--- src/rtl/row_stream_ctrl.sv ---
// row_stream_ctrl: requests image rows from the loader one at a time, splits
// each row into words and streams them to the accelerator over valid/ready.
// Pauses between rows while interrupt is high and flags end of image.
//
// state  | meaning
// -------+---------------------------------------------------------------
// IDLE   | waiting for load_process, all outputs low
// REQ    | one-cycle send pulse asking the loader for the next row
// WAIT   | row_ready high, waiting for the row handshake
// STREAM | presenting shreg low word until the last word is accepted
// PAUSE  | between rows, held while interrupt is high
// DONE   | image complete, done/stop high until load_process drops
module row_stream_ctrl #(
    parameter int ROW_W    = 480,
    parameter int WORD_W   = 16,
    parameter int NUM_ROWS = 32,
    parameter int CNT_W    = 6
) (
    input  logic              clk,
    input  logic              rst,
    input  logic              load_process,
    input  logic              interrupt,
    input  logic [ROW_W-1:0]  row_in,
    input  logic              row_valid,
    output logic              row_ready,
    output logic              send,
    output logic              stop,
    output logic [WORD_W-1:0] word_out,
    output logic              word_valid,
    input  logic              word_ready,
    output logic [CNT_W-1:0]  row_idx,
    output logic              done
);

    localparam int WORDS = ROW_W / WORD_W;
    localparam int WC_W  = (WORDS > 1) ? $clog2(WORDS) : 1;
    localparam logic [WC_W-1:0]  LAST_WORD = WC_W'(WORDS - 1);
    localparam logic [CNT_W-1:0] LAST_ROW  = CNT_W'(NUM_ROWS - 1);

    typedef enum logic [2:0] {
        S_IDLE,
        S_REQ,
        S_WAIT,
        S_STREAM,
        S_PAUSE,
        S_DONE
    } state_t;

    state_t            state_q, state_d;
    logic [CNT_W-1:0]  row_idx_q, row_idx_d;
    logic [WC_W-1:0]   word_cnt_q, word_cnt_d;
    logic [ROW_W-1:0]  shreg_q, shreg_d;

    // State, row counter, word counter and shift register; reset discards any partial row.
    always_ff @(posedge clk) begin
        if (rst) begin
            state_q    <= S_IDLE;
            row_idx_q  <= '0;
            word_cnt_q <= '0;
            shreg_q    <= '0;
        end else begin
            state_q    <= state_d;
            row_idx_q  <= row_idx_d;
            word_cnt_q <= word_cnt_d;
            shreg_q    <= shreg_d;
        end
    end

    // Next-state and Moore outputs; word_out is forced low whenever no word is offered.
    always_comb begin
        state_d    = state_q;
        row_idx_d  = row_idx_q;
        word_cnt_d = word_cnt_q;
        shreg_d    = shreg_q;
        send       = 1'b0;
        row_ready  = 1'b0;
        word_valid = 1'b0;
        word_out   = '0;
        done       = 1'b0;
        stop       = 1'b0;

        case (state_q)
            S_IDLE: begin
                if (load_process) begin
                    row_idx_d = '0;
                    state_d   = S_REQ;
                end
            end
            S_REQ: begin
                send    = 1'b1;
                state_d = S_WAIT;
            end
            S_WAIT: begin
                row_ready = 1'b1;
                if (row_valid) begin
                    shreg_d    = row_in;
                    word_cnt_d = '0;
                    state_d    = S_STREAM;
                end
            end
            S_STREAM: begin
                word_valid = 1'b1;
                word_out   = shreg_q[WORD_W-1:0];
                if (word_ready) begin
                    shreg_d    = shreg_q >> WORD_W;
                    word_cnt_d = word_cnt_q + WC_W'(1);
                    if (word_cnt_q == LAST_WORD) begin
                        // interrupt only matters here, so a row is never cut short
                        if (row_idx_q == LAST_ROW) begin
                            state_d = S_DONE;
                        end else begin
                            row_idx_d = row_idx_q + CNT_W'(1);
                            state_d   = interrupt ? S_PAUSE : S_REQ;
                        end
                    end
                end
            end
            S_PAUSE: begin
                if (!interrupt) begin
                    state_d = S_REQ;
                end
            end
            S_DONE: begin
                done = 1'b1;
                stop = 1'b1;
                if (!load_process) begin
                    state_d = S_IDLE;
                end
            end
            default: begin
                state_d = S_IDLE;
            end
        endcase
    end

    assign row_idx = row_idx_q;

endmodule
--- config.mk ---
export PLATFORM = sky130hd
export DESIGN_NAME = row_stream_ctrl
export DESIGN_NICKNAME = d
export VERILOG_FILES = /design/src/rtl/row_stream_ctrl.sv
export SDC_FILE = /design/constraint.sdc
export NUM_CORES = 1
export LEC_CHECK = 0
export CAP_MARGIN = 20
export CORE_MARGIN = 2
export CORE_UTILIZATION = 24
export DETAILED_ROUTE_END_ITERATION = 8
export PLACE_DENSITY = 0.54
export SLEW_MARGIN = 20
export SYNTH_ARGS = -nofsm -noshare
export SYNTH_HDL_FRONTEND = slang
export SYNTH_SLANG_ARGS = --single-unit
--- constraint.sdc ---
create_clock -name clk -period 2.4 [get_ports clk]
set_input_delay 0.48 -clock clk [delete_from_list [all_inputs] [get_ports clk]]
set_output_delay 0.48 -clock clk [all_outputs]
set_load 0.05 [all_outputs]
Word level (Yosys, flattened, before mapping)
Cells that the tools add are included.
{"block": "totals", "ff_bits": 494, "input_bits": 486, "output_inout_bits": 27, "wordCells": 51}
{"block": "classes", "n_reduce_logical": 6, "mux": 25, "addsub": 2, "n_eq_ne": 14}
{"operator": "480-bit two-way mux", "count": 2}
{"operator": "480-bit one-hot mux with 2 select lines", "count": 1}
{"operator": "3-bit two-way mux", "count": 8}
{"operator": "6-bit two-way mux", "count": 4}
{"operator": "3-bit one-hot mux with 6 select lines", "count": 1}
{"operator": "16-bit two-way mux", "count": 1}
{"operator": "2-bit != test (second input constant)", "count": 7}
{"operator": "6-bit one-hot mux with 2 select lines", "count": 1}
{"operator": "5-bit two-way mux", "count": 2}
{"operator": "5-bit one-hot mux with 2 select lines", "count": 1}
{"operator": "6-bit by 1-bit adder with 6-bit output (second input constant)", "count": 1}
{"operator": "3-bit by 2-bit equality test with 1-bit output (second input constant)", "count": 2}
{"operator": "3-bit equality test (second input constant)", "count": 2}
{"operator": "6-bit by 5-bit equality test with 1-bit output (second input constant)", "count": 1}
{"operator": "6-bit AND reduction", "count": 1}
{"operator": "5-bit by 1-bit adder with 5-bit output (second input constant)", "count": 1}
{"operator": "5-bit equality test (second input constant)", "count": 1}
{"operator": "5-bit AND reduction", "count": 1}
{"operator": "1-bit two-way mux", "count": 4}
{"operator": "2-bit nonzero test", "count": 2}
{"operator": "3-bit by 1-bit equality test with 1-bit output (second input constant)", "count": 1}
{"operator": "3-bit logical NOT", "count": 1}
{"operator": "3-bit AND reduction", "count": 1}

Longest topological paths before layout
Gate-level depths: netlist (run 1).
{"block": "depth", "depth_word": 5, "depth_mapped": 7}

Least setup slack after synthesis (run 1)
Ideal clock, no wire load.
{"block": "synth_path", "kind": "reg-to-reg", "start": "register state_q[2]", "end": "register shreg_q[470]", "path_stages_with_launch": 8, "setup_time_ns": 0.065, "arrival_ns": 2.379, "setup_slack_ns": -0.044, "required_time_ns": 2.335, "cell_sequence": "dfxtp_1 buf_4 nor3b_1 and2_1 buf_2 buf_2 a22oi_1 nor2_1"}
{"block": "synth_between", "elab_chain_cells": 3, "word_cells_on_any_way": 7, "classes_between": "eq/ne: 4; mux: 1; reduce/logical: 2"}
{"item": "start: declaration", "line_no": "49", "source": "state_t state_q, state_d;"}
{"item": "start signal: assignment", "line_no": "62", "source": "state_q <= state_d;"}
{"item": "3-bit by 2-bit equality test with 1-bit output", "line_no": "82", "source": "case (state_q)"}
{"item": "2-bit != test (no line) / 2-bit nonzero test (equally long branches)"}
{"item": "3-bit AND reduction (no line)"}
{"item": "end signal: assignment", "line_no": "65", "source": "shreg_q <= shreg_d;"}
{"item": "end: declaration", "line_no": "52", "source": "logic [ROW_W-1:0] shreg_q, shreg_d;"}
Parallel ways exist; a longest one is shown, timed or not.
A chain may end at the register's enable or synchronous reset.

Worst setup path in the final report (run 1)
{"block": "layout_path", "start": "register state_q[2]", "end": "output port word_out[5]"}
{"block": "layout_between", "elab_chain_cells": 2}
{"item": "3-bit by 2-bit equality test with 1-bit output", "line_no": "82"}
{"item": "16-bit two-way mux", "line_no": "82"}
{"item": "end: declaration", "line_no": "28", "source": "output logic [WORD_W-1:0] word_out,"}
No other way between the ends.

==> results.md, run 1 <==
| Metric | Reported |
|---|---|
| Worst hold start | rst |
| Final hold vios | 0 |
| Worst hold stages | 2 |
| Clk buf depth | 3 |
| Die W | 302.3 um |
| Highest-count cells in the layout ignoring fill and taps | sky130_fd_sc_hd__nand2_1 (936), sky130_fd_sc_hd__nor2_1 (493), sky130_fd_sc_hd__dfxtp_1 (491) |
| Nets@finish | 3,652 |
| Vias per cell | 4.755 |
| TritonCTS clock tree | built |
| Global-route wire length before repair | 119,200 um |
| Vias | 20,809 |
| Post-DP Area | 0.02801 mm2 |
| Number of enable flip-flop cells after synthesis | 0 |
| Net count after synthesis | 3,253 |
| Start of the worst register-to-register path | state_q[0] |
| Die extent in y | 302.3 um |
| Crit Reg-Reg Endpoint | shreg_q[236] |
| P_leak | 10.69 nW |
| Total clock buffers created by CTS | 58 |
| Number of global-route vias before repair | 19,673 |
| RSZ-0062 raised after global routing | no |
| Worst r2r path cells | 6 |
| Area inside the core boundary | 0.08824 mm2 |
| Fraction of registers with async set or reset after synthesis | 0 |
| Synth cell types | 40 |
| Detailed placer's ending HPWL | 58,490 um |
| Iteration-0 DRC count of the detailed router | 1,331 |
| Most area-consuming cells after synthesis | sky130_fd_sc_hd__dfxtp_1 (46%), sky130_fd_sc_hd__a311oi_1 (19%), sky130_fd_sc_hd__nand2_1 (16%), sky130_fd_sc_hd__nor2_1 (8.7%), sky130_fd_sc_hd__buf_2 (4.2%) |
| CP endpoint kind | primary output |
| Reg-to-reg setup timing slack | 390 ps |
| Main synth FF type | sky130_fd_sc_hd__dfxtp_1 |
| Netlist area before placement | 0.02135 mm2 |
| Req. time, crit path | 1920 ps |
| Worst slew margin | 0.5140 |
| Skew-Pair Late Insertion Delay | 600 ps |
| Register bit count reported by yosys | 494 |
| Result of the run | finished clean |
| WHS | 414.7 ps |
| Total negative slack for setup checks | 0 ps |
| Gr usage total | 0.1684 |
| Routability congestion estimate from global placement | 0.8069 |
| CTS Root Buffer Type | sky130_fd_sc_hd__clkbuf_16 |
| Post-place setup slack | -2.477 ps |
| Area share of the largest cell type after synthesis | 0.4631 |
| Cell count after placement | 4,268 |
| Data arrival time of the critical path | 1800 ps |
| Post-Route Utilization | 0.3392 |
| Worst Setup Slack, final | 124.1 ps |
| Type of element launching the critical path | flip-flop |
| I/O pin total | 513 |
| Finished Cell Area | 0.02993 mm2 |
| Average instance area after synthesis | 7.725 um2 |
| Wire length after detailed routing | 81,140 um |
| Share of the clock period used by the worst path after layout | 0.9483 |
| Post-route total power | 22.35 mW |
| Layout Cells excl Fill | 4,376 |
| First drt pass iteration count | 5 |
| Count of mapped cells out of synthesis | 2,764 |
| Worst clock skew on the final layout | 20.76 ps |
| H-tree levels | 2 |
| Slew @ Worst Pin | 729.0 ps |
| Initial Utilization | 0.2420 |
| Remaining global-route overflow | 0 |
| Die area | 0.09137 mm2 |
| Fillers | 9,285 |
| Max capacitance violation total | 0 |
| Routed wire per std cell | 18.54 um |
| Max-slew violations | 0 |
| Detail Route Antenna Nets | 0 |
| Post-CTS clock slew at the launch and capture registers of the worst setup and hold paths | 60 ps |
| Port bufs | 512 |
| Most common library cell in the layout ignoring fill and taps | sky130_fd_sc_hd__nand2_1 |
| Hold Path Sink | shreg_q[479] |
| Signed area change from the synthesized netlist to the final layout | 40.17% |
| Number of sinks driven by the clock tree | 494 |
| Layout cells sized above 1 | 0.07138 |
| Hold Path Class | in -> reg |
| Setup violations, final | 0 |
| DRC violation count after routing | 0 |
| Highest net fanout along the worst path | 22 |
| Pin count of the biggest net entering global routing | 94 |
| Maximum vdd ir drop | 0.3623 mV |
| Cell type with the highest aggregate area in the netlist | sky130_fd_sc_hd__dfxtp_1 |
| PwrDens | 746.7 mW/mm2 |
| Max Fclk | 439.4 MHz |
| Std-Cell Rows | 109 |
| Final Critical Period | 2276 ps |
| Post-CTS setup repair buffer count | 0 |
| Ys Warns | 0 |
| Kind of critical path | reg -> out |
| Number of antenna violations at the first check in global routing | 7 |
| Share of the yosys chip area belonging to registers | 0.4631 |
cell usage after synthesis (6+ instances only):
master	n
sky130_fd_sc_hd__a22oi_1	16
sky130_fd_sc_hd__buf_2	179
sky130_fd_sc_hd__a21oi_1	6
sky130_fd_sc_hd__dfxtp_1	494
sky130_fd_sc_hd__and3_1	18
sky130_fd_sc_hd__buf_4	10
sky130_fd_sc_hd__nor2_1	493
sky130_fd_sc_hd__clkbuf_1	81
sky130_fd_sc_hd__a311oi_1	466
sky130_fd_sc_hd__nand3_1	9
sky130_fd_sc_hd__nand2_1	936
worst max-delay path, cell delays in order (launching register included):
cell and delay, ps:
sky130_fd_sc_hd__dfxtp_2 330, sky130_fd_sc_hd__and2b_1 250, sky130_fd_sc_hd__buf_12 190, sky130_fd_sc_hd__and3_1 260, sky130_fd_sc_hd__buf_12 160
how the worst max path moves through the flow:
stage / startpoint / end / cells after the start
2_1_floorplan: state_q[0] / send / 3
3_3_place_gp: row_valid / shreg_q[48] / 7
3_5_place_dp: row_valid / shreg_q[112] / 7
4_1_cts: state_q[2] / word_valid / 4
5_1_grt: state_q[2] / word_out[5] / 4
6_report: state_q[2] / word_out[5] / 4
per-layer routing:
layer | part of all wire | routed length, um | global-route usage
met1 | 0.46 | 37310 | 0.2329
met2 | 0.45 | 36440 | 0.2689
met5 | 0.00017 | 14 | 0
met3 | 0.072 | 5881 | 0.03426
met4 | 0.018 | 1494 | 0.03772
state kept, by name, summed over array words and instances (netlist names):
signal,count
state_q,3
shreg_q,480
word_cnt_q,5
row_idx,6
where the power goes:
| part | total, mW | switching, mW | internal (mW) |
|---|---|---|---|
| Combinational | 4.08 | 2.18 | 1.90 |
| Clock | 8.73 | 3.64 | 5.08 |
| Sequential | 9.54 | 0.499 | 9.04 |
layout make-up:
class                           count  area, um2  area share
Tap cell                         1165       1458     0.04870
Inverter                            4      41.29    0.001380
Timing Repair Buffer              610       6485      0.2167
Sequential cell                   494       9893      0.3305
Multi-Input combinational cell   1994      10160      0.3396
Antenna cell                        3      7.507   0.0002508
Timing Repair inverter              1      11.26   0.0003762
Clock inverter                     19      173.9    0.005811
Clock buffer                       86       1697     0.05669
timing repair:
action	4_1_cts	5_1_grt
pin swaps	0	0
hold buffers	0	0
cloned	0	1
gates resized for setup	8	6
endpoints found under the setup margin	20	6
logic make-up (layout without fill, tap and decap cells):
| group | count (synthesis) | after routing | synth area share |
|---|---|---|---|
| AOI/OAI and AO/OA | 501 | 501 | 0.2028 |
| and+or+nand+nor | 1484 | 1484 | 0.2680 |
| buffers and inverters | 276 | 720 | 0.06147 |
| adders and majority gates | 3 | 3 | 0.001758 |
| xor gates and xnor gates | 4 | 4 | 0.001641 |
| DFF | 494 | 494 | 0.4631 |
| other | 0 | 3 | 0 |
| muxes | 2 | 2 | 0.001230 |
(Power assumes the default switching activity.)
==> run 2, diff against run 1 <==
--- a/config.mk
+++ b/config.mk
@@ -6,10 +6,13 @@
 export NUM_CORES = 1
 export LEC_CHECK = 0
 export CAP_MARGIN = 20
+export CELL_PAD_IN_SITES_DETAIL_PLACEMENT = 0
+export CELL_PAD_IN_SITES_GLOBAL_PLACEMENT = 1
 export CORE_MARGIN = 2
 export CORE_UTILIZATION = 24
 export DETAILED_ROUTE_END_ITERATION = 8
-export PLACE_DENSITY = 0.54
+export GPL_ROUTABILITY_DRIVEN = 0
+export PLACE_DENSITY = 0.66
 export SLEW_MARGIN = 20
 export SYNTH_ARGS = -nofsm -noshare
 export SYNTH_HDL_FRONTEND = slang
==> results.md, run 2 (synthesized netlist as in run 1, its figures left out) <==
| Metric | Reported | Change |
|---|---|---|
| Clock power frac | 0.390 | about the same |
| DRC violation count after routing | 0 | unchanged |
| Post-route total power | 22.49 mW | +0.65% |
| I/O pin total | 513 | unchanged |
| Beginning of the critical path | state_q[2] |  |
| H-tree levels | 2 | unchanged |
| Post-Route Utilization | 0.3422 | +0.002978 |
| Vias | 20,890 | +0.39% |
| P_leak | 10.76 nW | +0.70% |
| Std-Cell Rows | 109 | unchanged |
| Post-CTS clock slew at the launch and capture registers of the worst setup and hold paths | 60 ps | about the same |
| Most common library cell in the layout ignoring fill and taps | sky130_fd_sc_hd__nand2_1 |  |
| First drt pass iteration count | 5 | unchanged |
| Number of sinks driven by the clock tree | 494 | unchanged |
| Maximum vdd ir drop | 0.4494 mV | +24% |
| Start of the worst register-to-register path | state_q[2] |  |
| Net switching share of the total power | 0.2782 | -0.004818 |
| Finished Cell Area | 0.03019 mm2 | +0.88% |
| Post-place setup slack | 7.893 ps | +10.37 ps |
| Register with the most flip-flops | shreg_q |  |
| Nets@finish | 3,662 | +0.27% |
| CTS Root Buffer Type | sky130_fd_sc_hd__clkbuf_16 |  |
| Req. time, crit path | 1920 ps | about the same |
| Slew @ Worst Pin | 706.0 ps | -23.00 ps |
| Reg power frac | 0.424 | -0.003 |
| PwrDens | 745.0 mW/mm2 | -0.23% |
| Area inside the core boundary | 0.08824 mm2 | unchanged |
| Pin count of the biggest net entering global routing | 117 | +24% |
| Final hold vios | 0 | unchanged |
| Cell internal pwr | 16.24 mW | +1.3% |
| Wire length after detailed routing | 84,020 um | +3.6% |
| Worst hold start | rst |  |
| Skew-Pair Late Insertion Delay | 610 ps | about the same |
| Setup violations, final | 0 | unchanged |
| Number of antenna violations at the first check in global routing | 7 | unchanged |
| Worst slew margin | 0.5294 | +0.01533 |
| Die area | 0.09137 mm2 | unchanged |
| Max Fclk | 422.2 MHz | -3.9% |
| Cell count after placement | 4,265 | -0.070% |
| Kind of critical path | reg -> out |  |
| Hold Path Class | in -> reg |  |
| Global-route wire length before repair | 123,200 um | +3.3% |
| Clk buf depth | 3 | unchanged |
| Final Critical Period | 2369 ps | +92.64 ps |
| Share of the clock period used by the worst path after layout | 0.9869 | +0.03860 |
| WHS | 402.5 ps | -12.24 ps |
| Worst clock skew on the final layout | 18.50 ps | -2.261 ps |
| Vias per cell | 4.766 | +0.23% |
| Remaining global-route overflow | 0 | unchanged |
| Layout Cells excl Fill | 4,383 | +0.16% |
| Die extent in y | 302.3 um | unchanged |
| Initial Utilization | 0.2420 | unchanged |
| Port bufs | 512 | unchanged |
| Net load switching power | 6.257 mW | -1.1% |
| Number of global-route vias before repair | 20,219 | +2.8% |
| Total clock buffers created by CTS | 56 | -3.4% |
| Type of element launching the critical path | flip-flop |  |
| Result of the run | finished clean |  |
| Post-DP Area | 0.02812 mm2 | +0.38% |
| Highest net fanout along the worst path | 8 | -64% |
| TritonCTS clock tree | built |  |
| Detailed placer's ending HPWL | 61,490 um | +5.1% |
| Signed area change from the synthesized netlist to the final layout | 41.40% |  |
| Iteration-0 DRC count of the detailed router | 1,581 | +19% |
| Routed wire per std cell | 19.17 um | +3.4% |
| Largest register FFs | 480 | unchanged |
| Total negative slack for setup checks | 0 ps | unchanged |
| Highest-count cells in the layout ignoring fill and taps | sky130_fd_sc_hd__nand2_1 (936), sky130_fd_sc_hd__nor2_1 (493), sky130_fd_sc_hd__dfxtp_1 (493) |  |
| Comb pwr share | 0.186 | +0.003 |
| Data arrival time of the critical path | 1890 ps | +90 ps |
| RSZ-0062 raised after global routing | yes |  |
| Die W | 302.3 um | unchanged |
| Gr usage total | 0.1749 | +0.006523 |
| CP endpoint kind | primary output |  |
| Worst Setup Slack, final | 31.43 ps | -92.64 ps |
| Max-slew violations | 0 | unchanged |
| Max capacitance violation total | 0 | unchanged |
| Detail Route Antenna Nets | 0 | unchanged |
| Layout cells sized above 1 | 0.07338 | +0.001999 |
## run 2: changes by cell type in the layout (fill, tap and decap cells not counted), moves of 3 or more
cell	delta
sky130_fd_sc_hd__buf_12	+9
sky130_fd_sc_hd__and3_4	+6
sky130_fd_sc_hd__clkinv_2	-8
sky130_fd_sc_hd__bufinv_16	+3
sky130_fd_sc_hd__and3_1	-7
sky130_fd_sc_hd__clkbuf_1	+6
## run 2: cell type report
class                           instances  area (um2)
Multi-Input combinational cell       1994       10200
Timing Repair Buffer                  622        6731
Sequential cell                       494        9891
Clock buffer                           91        1694
Clock inverter                         10       161.4
Inverter                                4       41.29
Timing Repair inverter                  1       8.758
Tap cell                             1165        1458
Fill cell                            9386       58050
Antenna cell                            2       5.005
## run 2: final timing paths
kind	end	slack (ps)	depth (start not counted)
max reg2reg	shreg_q[207]	280	8
min reg2reg	shreg_q[459]	470	2
min	shreg_q[476]	400	2
max	word_out[3]	30	5
## run 2: repair_timing
| action | in CTS | in global routing |
|---|---|---|
| cloned | 1 | 1 |
| pin swaps | 0 | 1 |
| resized for setup | 14 | 8 |
| buffers inserted | 1 | 12 |
| hold buffers | 0 | 0 |
| endpoints found under the setup margin | 20 | 18 |
## run 2: power by group through the flow
stage | sequential, mW | combinational, mW | clock [mW]
after floorplan | 9.52 | 2.41 | 0
after CTS | 9.53 | 4.18 | 9.02
after global placement | 9.70 | 4.10 | 0
after global routing | 9.62 | 4.64 | 9.35
after detailed placement | 9.71 | 4.14 | 0
final | 9.54 | 4.18 | 8.77
## run 2: routing by layer
metal  wire length (um)  global-route usage
met1              38160              0.2389
met2              38780              0.2838
met3               5119             0.03053
met4               1922             0.04597
met5                 35                   0
## run 2: critical path, stage by stage (launching register included)
cell                      delay [ps]
sky130_fd_sc_hd__dfxtp_2         320
sky130_fd_sc_hd__buf_6           120
sky130_fd_sc_hd__and2b_4         300
sky130_fd_sc_hd__buf_8           160
sky130_fd_sc_hd__and3_2          240
sky130_fd_sc_hd__buf_12          140
